### src/rtl/dmem_lsu_pkg.sv
// rtl/dmem_lsu_pkg.sv - shared size encodings, FSM states and helpers for the data-memory LSU
package dmem_lsu_pkg;

  localparam logic [1:0] SZ_BYTE = 2'd0;
  localparam logic [1:0] SZ_HALF = 2'd1;
  localparam logic [1:0] SZ_WORD = 2'd2;

  typedef enum logic [1:0] {
    IDLE,
    ACCESS,
    WRITE,
    RESP
  } lsu_state_t;

  // Ceiling log2; clogb2(1) = 0.
  function automatic int clogb2(input int value);
    int r;
    int v;
    r = 0;
    v = value - 1;
    while (v > 0) begin
      r = r + 1;
      v = v >> 1;
    end
    return r;
  endfunction

endpackage

### src/rtl/dmem_lsu_if.sv
// rtl/dmem_lsu_if.sv - core request/response channels and mem0 port of the LSU
interface dmem_lsu_if #(parameter int N = 1024);
  localparam int n = dmem_lsu_pkg::clogb2(N);

  logic          req_valid;
  logic          req_ready;
  logic          req_we;
  logic [1:0]    req_size;
  logic          req_signed;
  logic [31:0]   req_addr;
  logic [31:0]   req_wdata;

  logic          resp_valid;
  logic          resp_ready;
  logic [31:0]   resp_rdata;
  logic          resp_err;

  logic [n-1:0]  mem0_dr;
  logic [31:0]   mem0_dw;
  logic          mem0_ena;
  logic          mem0_rw;
  logic [31:0]   mem0_rdata;

  modport slave (
    input  req_valid, req_we, req_size, req_signed, req_addr, req_wdata,
    output req_ready,
    output resp_valid, resp_rdata, resp_err,
    input  resp_ready,
    output mem0_dr, mem0_dw, mem0_ena, mem0_rw,
    input  mem0_rdata
  );

  modport master (
    output req_valid, req_we, req_size, req_signed, req_addr, req_wdata,
    input  req_ready,
    input  resp_valid, resp_rdata, resp_err,
    output resp_ready,
    input  mem0_dr, mem0_dw, mem0_ena, mem0_rw,
    output mem0_rdata
  );
endinterface

### src/rtl/lsu_align.sv
// rtl/lsu_align.sv - little-endian lane extract/extend for loads and lane merge for stores
module lsu_align
  import dmem_lsu_pkg::*;
(
  input  logic [31:0] word,
  input  logic [31:0] wdata,
  input  logic [1:0]  size,
  input  logic [1:0]  lane,
  input  logic        sgn,
  output logic [31:0] load_data,
  output logic [31:0] merge_data
);
  logic [4:0]  sh;
  logic [31:0] shifted;
  logic [31:0] mask;

  always_comb begin
    sh        = 5'd0;
    mask      = 32'hFFFF_FFFF;
    load_data = word;
    case (size)
      SZ_BYTE: begin
        sh   = {lane, 3'b000};
        mask = 32'h0000_00FF << sh;
      end
      SZ_HALF: begin
        sh   = {lane[1], 4'b0000};
        mask = 32'h0000_FFFF << sh;
      end
      default: ;
    endcase
    shifted = word >> sh;
    case (size)
      SZ_BYTE: load_data = {{24{sgn & shifted[7]}}, shifted[7:0]};
      SZ_HALF: load_data = {{16{sgn & shifted[15]}}, shifted[15:0]};
      default: ;
    endcase
    merge_data = (word & ~mask) | ((wdata << sh) & mask);
  end
endmodule

### src/rtl/dmem_lsu.sv
// rtl/dmem_lsu.sv - load/store unit driving the single-port data memory, RMW for sub-word stores
module dmem_lsu
  import dmem_lsu_pkg::*;
#(
  parameter int N = 1024
) (
  input  logic         clk,
  input  logic         rst_n,
  dmem_lsu_if.slave    bus
);
  localparam int n = clogb2(N);

  lsu_state_t   state, state_nxt;
  logic         we_q, sgn_q, err_q;
  logic [1:0]   size_q, lane_q;
  logic [n-1:0] idx_q;
  logic [31:0]  wdata_q, merged_q, rdata_q;
  logic         req_err;
  logic [31:0]  load_data, merge_data;

  always_comb begin
    req_err = (bus.req_size == 2'd3)
           || (bus.req_size == SZ_HALF && bus.req_addr[0])
           || (bus.req_size == SZ_WORD && bus.req_addr[1:0] != 2'b00)
           || (bus.req_addr[31:n+2] != '0);
  end

  lsu_align u_align (
    .word       (bus.mem0_rdata),
    .wdata      (wdata_q),
    .size       (size_q),
    .lane       (lane_q),
    .sgn        (sgn_q),
    .load_data  (load_data),
    .merge_data (merge_data)
  );

  always_ff @(posedge clk) begin
    if (!rst_n) state <= IDLE;
    else        state <= state_nxt;
  end

  always_comb begin
    state_nxt      = state;
    bus.req_ready  = 1'b0;
    bus.resp_valid = 1'b0;
    bus.mem0_ena   = 1'b0;
    bus.mem0_rw    = 1'b0;
    bus.mem0_dw    = 32'd0;
    bus.mem0_dr    = idx_q;
    case (state)
      IDLE: begin
        bus.req_ready = 1'b1;
        if (bus.req_valid) state_nxt = req_err ? RESP : ACCESS;
      end
      ACCESS: begin
        bus.mem0_ena = 1'b1;
        if (we_q && size_q == SZ_WORD) begin
          bus.mem0_rw = 1'b1;
          bus.mem0_dw = wdata_q;
          state_nxt   = RESP;
        end else if (we_q) begin
          state_nxt = WRITE;
        end else begin
          state_nxt = RESP;
        end
      end
      WRITE: begin
        bus.mem0_ena = 1'b1;
        bus.mem0_rw  = 1'b1;
        bus.mem0_dw  = merged_q;
        state_nxt    = RESP;
      end
      RESP: begin
        bus.resp_valid = 1'b1;
        if (bus.resp_ready) state_nxt = IDLE;
      end
      default: state_nxt = IDLE;
    endcase
    // Reset must block a write even when it lands mid-operation.
    if (!rst_n) begin
      bus.mem0_ena = 1'b0;
      bus.mem0_rw  = 1'b0;
    end
  end

  always_ff @(posedge clk) begin
    if (!rst_n) begin
      we_q     <= 1'b0;
      sgn_q    <= 1'b0;
      err_q    <= 1'b0;
      size_q   <= 2'd0;
      lane_q   <= 2'd0;
      idx_q    <= '0;
      wdata_q  <= 32'd0;
      merged_q <= 32'd0;
      rdata_q  <= 32'd0;
    end else begin
      case (state)
        IDLE: if (bus.req_valid) begin
          we_q    <= bus.req_we;
          sgn_q   <= bus.req_signed;
          size_q  <= bus.req_size;
          lane_q  <= bus.req_addr[1:0];
          idx_q   <= bus.req_addr[n+1:2];
          wdata_q <= bus.req_wdata;
          err_q   <= req_err;
        end
        ACCESS: begin
          if (!we_q)                 rdata_q  <= load_data;
          else if (size_q != SZ_WORD) merged_q <= merge_data;
        end
        RESP: if (bus.resp_ready) begin
          rdata_q <= 32'd0;
          err_q   <= 1'b0;
        end
        default: ;
      endcase
    end
  end

  assign bus.resp_rdata = rdata_q;
  assign bus.resp_err   = err_q;
endmodule

### src/flat_wrapper.sv
// flat-port wrapper written by rule: the top's interface ports become plain ports
module dmem_lsu_flat import dmem_lsu_pkg::*;
#(
  parameter int N = 1024
)
  (clk, rst_n, bus_req_valid, bus_req_we, bus_req_size, bus_req_signed, bus_req_addr, bus_req_wdata, bus_req_ready, bus_resp_valid, bus_resp_rdata, bus_resp_err, bus_resp_ready, bus_mem0_dr, bus_mem0_dw, bus_mem0_ena, bus_mem0_rw, bus_mem0_rdata);
  dmem_lsu_if #(.N(N)) bus_i ();
  input  logic clk;
  input  logic rst_n;
  input wire logic [$bits(bus_i.req_valid)-1:0] bus_req_valid;
  input wire logic [$bits(bus_i.req_we)-1:0] bus_req_we;
  input wire logic [$bits(bus_i.req_size)-1:0] bus_req_size;
  input wire logic [$bits(bus_i.req_signed)-1:0] bus_req_signed;
  input wire logic [$bits(bus_i.req_addr)-1:0] bus_req_addr;
  input wire logic [$bits(bus_i.req_wdata)-1:0] bus_req_wdata;
  output wire logic [$bits(bus_i.req_ready)-1:0] bus_req_ready;
  output wire logic [$bits(bus_i.resp_valid)-1:0] bus_resp_valid;
  output wire logic [$bits(bus_i.resp_rdata)-1:0] bus_resp_rdata;
  output wire logic [$bits(bus_i.resp_err)-1:0] bus_resp_err;
  input wire logic [$bits(bus_i.resp_ready)-1:0] bus_resp_ready;
  output wire logic [$bits(bus_i.mem0_dr)-1:0] bus_mem0_dr;
  output wire logic [$bits(bus_i.mem0_dw)-1:0] bus_mem0_dw;
  output wire logic [$bits(bus_i.mem0_ena)-1:0] bus_mem0_ena;
  output wire logic [$bits(bus_i.mem0_rw)-1:0] bus_mem0_rw;
  input wire logic [$bits(bus_i.mem0_rdata)-1:0] bus_mem0_rdata;
  assign bus_i.req_valid = bus_req_valid;
  assign bus_i.req_we = bus_req_we;
  assign bus_i.req_size = bus_req_size;
  assign bus_i.req_signed = bus_req_signed;
  assign bus_i.req_addr = bus_req_addr;
  assign bus_i.req_wdata = bus_req_wdata;
  assign bus_req_ready = bus_i.req_ready;
  assign bus_resp_valid = bus_i.resp_valid;
  assign bus_resp_rdata = bus_i.resp_rdata;
  assign bus_resp_err = bus_i.resp_err;
  assign bus_i.resp_ready = bus_resp_ready;
  assign bus_mem0_dr = bus_i.mem0_dr;
  assign bus_mem0_dw = bus_i.mem0_dw;
  assign bus_mem0_ena = bus_i.mem0_ena;
  assign bus_mem0_rw = bus_i.mem0_rw;
  assign bus_i.mem0_rdata = bus_mem0_rdata;
  dmem_lsu #(.N(N)) u_core (.clk(clk), .rst_n(rst_n), .bus(bus_i));
endmodule
### config.mk
export PLATFORM = sky130hd
export DESIGN_NAME = dmem_lsu_flat
export DESIGN_NICKNAME = d
export VERILOG_FILES = /design/src/rtl/dmem_lsu_pkg.sv /design/src/rtl/dmem_lsu_if.sv /design/src/rtl/lsu_align.sv /design/src/rtl/dmem_lsu.sv /design/src/flat_wrapper.sv
export SDC_FILE = /design/constraint.sdc
export NUM_CORES = 1
export LEC_CHECK = 0
export BUFFER_PORTS_ARGS = -buffer_cell sky130_fd_sc_hd__clkbuf_2
export CAP_MARGIN = 20
export CORE_MARGIN = 2
export CORE_UTILIZATION = 38
export DETAILED_ROUTE_END_ITERATION = 16
export PLACE_DENSITY_LB_ADDON = 0.25
export RECOVER_POWER = 50
export REMOVE_ABC_BUFFERS = 1
export SLEW_MARGIN = 10
export SYNTH_ARGS = -nofsm -noshare
export SYNTH_HDL_FRONTEND = slang
export SYNTH_SLANG_ARGS = --single-unit
### constraint.sdc
create_clock -name clk -period 2.65 [get_ports clk]
set_clock_uncertainty 0.1 [all_clocks]
set_input_delay 0.265 -clock clk [delete_from_list [all_inputs] [get_ports clk]]
set_output_delay 0.265 -clock clk [all_outputs]
set_load 0.005 [all_outputs]
==> impl_results.md, run 1 <==
- Most frequent cells in the layout: nand2_1 (174), clkbuf_2 (160), dfxtp_1 (115), a21oi_1 (80), nor2_1 (51)
- Finished Cell Area: about 0.0078 mm^2
- First-pass GRT wire length: 31.8 mm
- Avg Inst Size Synth: around 7.7 um^2
- Netlist Area Pre-Place: about 0.0058 mm^2
- Placed Cells: ~1.1k
- Cells after synthesis: ~750
- Fill count: roughly 1.5k
- Chip height: around 130 um
- DRC Markers: 0
- Fmax: around 420 MHz
- Arrival @ worst endpoint: 2.03 ns
- Nets: approximately 1.1k
- HPWL after DPL: 14.0 mm
- Part of the power in the clock network: 31.8%
- Maximum vdd drop: ~0.00057 V
- Num rows: 44
- Hold Crit Class: in -> reg
- Root Driver: clkbuf_16
- CTS Buffer Depth: 2
- Ys Warns: 0
- Pwr dens: around 840 mW/mm^2
- Startpoint class of the critical path: flop
- FF-to-FF path depth: 6
- Sequential cell fraction of total power: around a third
- ANT cells: 0
- Area grow syn2layout: 36.1%
- Non-filler cells, final: roughly 1.2k
- Leading cell type in the layout, fill and taps excluded: nand2_1
- Initial antenna violation count: 0
- Vias in the first global route: roughly 5.9k
- Core area: roughly 0.015 mm^2
- Pin count of the biggest net entering global routing: 44
- Initial DRC Count: roughly 570
- Clock Sinks: 115
- Sw frac: 36.4%
- Routed length per instance: between 15 and 20 um
- Adder-Cell Fraction of Synth Area: 0.870%
- CTS clk-pin slew, worst paths: approximately 0.050 ns
- Post-synthesis sequential area ratio: between 40% and 50%
- Reg-to-reg slack, setup: between 0.2 and 0.3 ns
- CTS tree: done
- Register bit total from synthesis: about 120
- RSZ-0062 raised after global routing: false
- Pin slew with the least headroom to its limit: just over 0.9 ns
- Synth cell types: 54
- Total global routing overflow: 0
- Via density: 5.44
- Post-synthesis compound-gate area fraction: around a quarter
- Critical Path RT: 2.29 ns
- Critical Path End Type: primary output
- Critical Path Start: u_core.size_q[1]
- Yosys top cell area share: 40.0%
- Mux contribution to synthesized area: roughly 3.7%
- Number of synthesized flops with an enable pin: 0
- R2R Path End: u_core.bus.resp_rdata[27]
- Clk Latency, worst-skew pair: between 0.4 and 0.5 ns
- Period minus WS final: ~2.4 ns
- Buffers on Ports: 182
- Die area: about 0.016 mm^2
- Setup crit end: bus_mem0_dw[2]
- Final Hold Viols: 0
- Main combinational cell family by area after synthesis: compound AO/OA/AOI/OAI gates
- DP Area: about 0.0069 mm^2
- Final Setup Violations: 0
- Int Power: approximately 4200 uW
- Initial Util: between 30% and 40%
- Switching Power: ~2400 uW
- Total wire length: 20.0 mm
- Path type of the worst setup path: reg -> out
- Power Total: 6600 uW
- Vias: 6,286
- Synth area leader: dfxtp_1
- Post-synthesis async set-or-reset flop share: 0%
- Leak Pwr: a little over 0.003 uW
- Combinational share of power: a little over a third
- Die X: around 130 um
- Io pins: approximately 180
- Cts bufs inserted: 17
- GRT Overall Usage: 25.1%
- Final ANT Viol Nets: 0
- Pre-CTS setup slack: approximately 0.49 ns
- H-tree Lvls: 4
- Count of pins over their slew limit: 0
- Final core occ: between 50% and 60%
- Simple-gate share of the synthesized area: between 20% and 30%
- Final cycle utilization of the critical path: 90.3%
- Status: finished clean
- Fin worst setup slack: 0.257 ns
- Max Fanout on Critical Path: 40
- Layout cells sized above 1: 23.7%
- Max_cap viols: 0
- Drt pass-1 iters: 5
- XOR/XNOR Fraction of Synth Area: 0%
- Slew margin rel.: a little under two fifths
- Top_reg_cell synth: dfxtp_1
- Ranking of synthesized cells by area: dfxtp_1 (40%), nand2_1 (11%), a21oi_1 (7.0%)
- Reg-to-Reg Start: u_core.state[0]
- GP Congestion: approximately 0.9
[area by class of cell]
| class | count | area, um^2 | share of cell area (%) |
|---|---|---|---|
| timing repair buffer | 254 | 1570 | 20.1 |
| clock buffer | 27 | 513 | 6.55 |
| inverter | 7 | 26.3 | 0.336 |
| multi-input combinational | 565 | 3170 | 40.4 |
| tap | 184 | 230 | 2.94 |
| clock inverter | 4 | 22.5 | 0.288 |
| sequential | 115 | 2300 | 29.4 |
[cells by family after synthesis]
kind of cell	after synthesis
DFF	115
muxes	17
adders and majority gates	4
buffers and inverters	71
and+or+nand+nor	313
AOI/OAI and AO/OA	231
[state kept, by name, summed over array words and instances, names as in the netlist]
signal / count
u_core.we_q: 1
u_core.state: 2
u_core.merged_q: 32
u_core.bus.resp_err: 1
u_core.wdata_q: 32
u_core.bus.resp_rdata: 32
u_core.sgn_q: 1
u_core.bus.mem0_dr: 10
u_core.size_q: 2
u_core.lane_q: 2
[critical path: stages, from the launching register on]
cell	delay [ns]
dfxtp_1	0.35
buf_6	0.31
nand2_1	0.15
nor2_2	0.15
buf_4	0.25
a22oi_1	0.11
nor2b_1	0.15
clkbuf_2	0.13
[per-stage QoR]
step	setup TNS, ns	hold slack [ns]
after global routing	0	0.0153
after global placement	0	0.339
after detailed placement	0	0.343
after CTS	0	0.00736
after floorplan	-30.06	0.301
final	0	0.0126
[worst min path at each step]
stage                                         start                        end  slack [ns]  depth (start not counted)
after CTS                           bus_req_addr[0]           u_core.lane_q[0]       0.007                          3
after global placement    u_core.bus.resp_rdata[17]  u_core.bus.resp_rdata[17]        0.34                          2
after floorplan                      bus_req_signed               u_core.sgn_q        0.30                          2
after global routing                bus_req_addr[0]           u_core.lane_q[0]        0.02                          3
final                               bus_req_size[1]           u_core.size_q[1]        0.01                          3
after detailed placement  u_core.bus.resp_rdata[17]  u_core.bus.resp_rdata[17]        0.34                          2
[routing by layer]
layer  up-vias  track usage (%)  wire length [um]
met5         -                0                 0
met4         0             9.37               478
met3        34             6.07              1300
met2       241             41.6              9570
met1      2939             31.9              8630
li1       3072                -                 -
[what timing repair did]
| item | in CTS | in global routing |
|---|---|---|
| hold buffers | 45 | 0 |
| endpoints found under the setup margin | 0 | 16 |
| resized for setup | 0 | 2 |
| buffers inserted | 0 | 0 |
| endpoints found under the hold margin | 45 | 0 |
[Yosys cell counts (all sizes together), types with 8 or more instances]
cell type,number
and2,8
o21ai,39
a311oi,8
a211oi,9
a22oi,32
buf,20
o22ai,16
nand3,14
mux2i,9
nand2,175
dfxtp,115
a21oi,82
o221ai,9
nand2b,9
nor2b,33
nor2,52
nor3,8
clkbuf,44
[power groups by stage]
stage / logic [uW] / registers [uW] / clock network, uW
final: 2320 / 2180 / 2100
after global routing: 2560 / 2210 / 2220
after CTS: 2340 / 2180 / 2130
after detailed placement: 2280 / 2210 / 0
after global placement: 2250 / 2210 / 0
after floorplan: 1300 / 2190 / 0
Note: power is estimated with default switching activity, not from simulation.
==> run 2, diff against run 1 <==
--- a/config.mk
+++ b/config.mk
@@ -6,11 +6,10 @@
 export NUM_CORES = 1
 export LEC_CHECK = 0
 export BUFFER_PORTS_ARGS = -buffer_cell sky130_fd_sc_hd__clkbuf_2
-export CAP_MARGIN = 20
 export CORE_MARGIN = 2
 export CORE_UTILIZATION = 38
+export CTS_CLUSTER_SIZE = 20
 export DETAILED_ROUTE_END_ITERATION = 16
-export PLACE_DENSITY_LB_ADDON = 0.25
 export RECOVER_POWER = 50
 export REMOVE_ABC_BUFFERS = 1
 export SLEW_MARGIN = 10
==> run 2 against run 1 <==
First-iteration DRC count shrank 14%; critical endpoint is now u_core.merged_q[10]; non-clock buffer count up 3; register-to-register slack is essentially flat; critical path depth shrank 2; sequential cell count unchanged; combinational power about the same; worst setup slack worse by 0.0070 ns; via count shrank 0.78%; routed wire length shrank 0.31%.
==> impl_results.md, run 2 (synthesized netlist as in run 1, its figures left out) <==
- Status: finished clean (unchanged)
- Routed length per instance: 17.2 um (was 17.3 um)
- Critical Path RT: 2.85 ns (was 2.29 ns)
- Resize count post-CTS: 0 (unchanged)
- Vias: 6,237 (was 6,286)
- Pwr dens: 854 mW/mm^2 (was 843 mW/mm^2)
- Drt pass-1 iters: 5 (unchanged)
- Clock Sinks: 115 (unchanged)
- Clk Latency, worst-skew pair: 0.42 ns (about the same)
- Placed Cells: 1,083 (was 1,080)
- Final core occ: 53.9% (was 53.5%)
- HPWL after DPL: 13.9 mm (was 14.0 mm)
- WHS: 0.0204 ns (was 0.0126 ns)
- Most frequent cells in the layout: nand2_1 (174), clkbuf_2 (163), dfxtp_1 (115), a21oi_1 (81), nor2_1 (51) (was nand2_1 (174), clkbuf_2 (160), dfxtp_1 (115), a21oi_1 (80), nor2_1 (51))
- Core area: 0.0146 mm^2 (unchanged)
- Int Power: 4340 uW (was 4190 uW)
- Part of the power in the clock network: 33.5% (was 31.8%)
- Worst path max stage delay: 0.56 ns (was 0.35 ns)
- Leading cell type in the layout, fill and taps excluded: nand2_1 (unchanged)
- Finished Cell Area: 0.00789 mm^2 (was 0.00783 mm^2)
- Sw frac: 35.6% (was 36.4%)
- Initial Util: 39.3% (unchanged)
- Non-filler cells, final: 1,160 (was 1,156)
- Switching Power: 2400 uW (about the same)
- Num rows: 44 (unchanged)
- Total global routing overflow: 0 (unchanged)
- GP Congestion: 0.879 (was 0.899)
- GRT Overall Usage: 24.5% (was 25.1%)
- Combinational share of power: 34.1% (was 35.1%)
- CTS clk-pin slew, worst paths: 0.05 ns (about the same)
- ANT cells: 0 (unchanged)
- Vias in the first global route: 5,702 (was 5,948)
- Root Driver: clkbuf_16 (unchanged)
- H-tree Lvls: 4 (unchanged)
- Die X: 127 um (unchanged)
- Count of pins over their slew limit: 0 (unchanged)
- Chip height: 127 um (unchanged)
- CP cell instances: or2_2 > a21oi_1 > clkbuf_1 > mux2i_1 > o22ai_1 (was buf_6 > nand2_1 > nor2_2 > buf_4 > a22oi_1 > nor2b_1 > clkbuf_2)
- Final Setup Violations: 0 (unchanged)
- Slew margin rel.: 36.1% (was 38.2%)
- Max_cap viols: 0 (unchanged)
- DRC Markers: 0 (unchanged)
- Pin slew with the least headroom to its limit: 0.959 ns (was 0.928 ns)
- DP Area: 0.00690 mm^2 (was 0.00688 mm^2)
- Arrival @ worst endpoint: 2.60 ns (was 2.03 ns)
- Startpoint class of the critical path: flop (unchanged)
- Final cycle utilization of the critical path: 90.6% (was 90.3%)
- Buffers on Ports: 182 (unchanged)
- Die area: 0.0161 mm^2 (unchanged)
- Leak Pwr: 0.00315 uW (was 0.00310 uW)
- Path type of the worst setup path: reg -> reg (was reg -> out)
- Layout cells sized above 1: 24.0% (was 23.7%)
- Critical Path End Type: flop (was primary output)
- Io pins: 183 (unchanged)
- Final Hold Viols: 0 (unchanged)
- Cts bufs inserted: 17 (unchanged)
- RSZ-0062 raised after global routing: false (unchanged)
- Hold Crit Class: in -> reg (unchanged)
- Area grow syn2layout: 37.1% (was 36.1%)
- Hold buffers post-CTS: 45 (unchanged)
- Initial antenna violation count: 0 (unchanged)
- Fmax: 417 MHz (was 418 MHz)
- Setup bufs post-CTS: 0 (unchanged)
- Multi-input logic area: 0.00316 mm^2 (was 0.00317 mm^2)
- CTS Buffer Depth: 2 (unchanged)
- Via density: 5.38 (was 5.44)
- Period minus WS final: 2.40 ns (was 2.39 ns)
- First-pass GRT wire length: 31.1 mm (was 31.8 mm)
- Initial DRC Count: 492 (was 572)
- Fill count: 1,463 (was 1,494)
- Reg area: 0.00230 mm^2 (unchanged)
- Total wire length: 19.9 mm (was 20.0 mm)
- CTS tree: done (unchanged)
- Sequential cell fraction of total power: 32.4% (was 33.1%)
- Nets: 1,071 (was 1,068)
- Final ANT Viol Nets: 0 (unchanged)
- Slowest CP cell: clkbuf_1 (was dfxtp_1)
- Max Fanout on Critical Path: 11 (was 40)
- Pin count of the biggest net entering global routing: 62 (was 44)
- Maximum vdd drop: 0.000510 V (was 0.000566 V)
-- run 2: changes by cell type in the layout (fill, tap and decap cells not counted) --
cell and delta:
a21oi_2 -1, clkbuf_2 +3, clkinv_2 -1, buf_4 +3, buf_6 -1, bufinv_16 +1, ha_1 +1, ha_2 -1
clkbuf_1 -2, clkinvlp_4 -1, a21oi_1 +1, clkbuf_8 +2
-- run 2: power by group through the flow --
stage	clock [uW]	sequential (uW)	combinational [uW]
after floorplan	0	2190	1300
after global placement	0	2210	2280
after detailed placement	0	2210	2280
after CTS	2270	2180	2340
after global routing	2360	2210	2540
final	2260	2180	2300
-- run 2: critical path: cells and delay by family, from the launching register on --
| family | cells | cell delay, ns |
|---|---|---|
| flops | 1 | 0.39 |
| buf+inv | 1 | 0.56 |
| simple gates | 1 | 0.35 |
| compound gates | 2 | 0.58 |
| mux | 1 | 0.28 |
-- run 2: final timing paths --
check                                               start                         to  slack (ns)  cells after the start
worst min register to register  u_core.bus.resp_rdata[31]  u_core.bus.resp_rdata[31]        0.35                      2
worst min-delay path                    bus_mem0_rdata[4]         u_core.merged_q[4]        0.02                      3
worst max register to register           u_core.size_q[0]        u_core.merged_q[10]        0.25                      5
worst max-delay path                     u_core.size_q[0]        u_core.merged_q[10]        0.25                      5
-- run 2: per-layer routing --
metal  GRT usage, %  share of wire, %  wire [um]  up-vias
li1               -                 -          -     3072
met1           32.5                46       9120     2931
met2           39.8                47       9400      208
met3           5.65               5.4       1080       26
met4           7.63               1.6        322        0
met5              0                 0          0        -
-- run 2: final cells by class --
cell class                      count  area share (%)
Multi-Input combinational cell    565            40.1
Sequential cell                   115            29.2
Timing Repair Buffer              257            20.1
Clock buffer                       29            6.85
Tap cell                          184            2.92
Clock inverter                      3           0.508
Inverter                            7           0.333
-- run 2: metrics by stage --
stage                     worst slack [ns]  setup TNS, ns  power [uW]
after floorplan                      -1.02         -30.06        3490
final                                0.250              0        6730
after CTS                            0.231              0        6790
after global placement               0.499              0        4480
after global routing                0.0651              0        7100
after detailed placement             0.414              0        4490
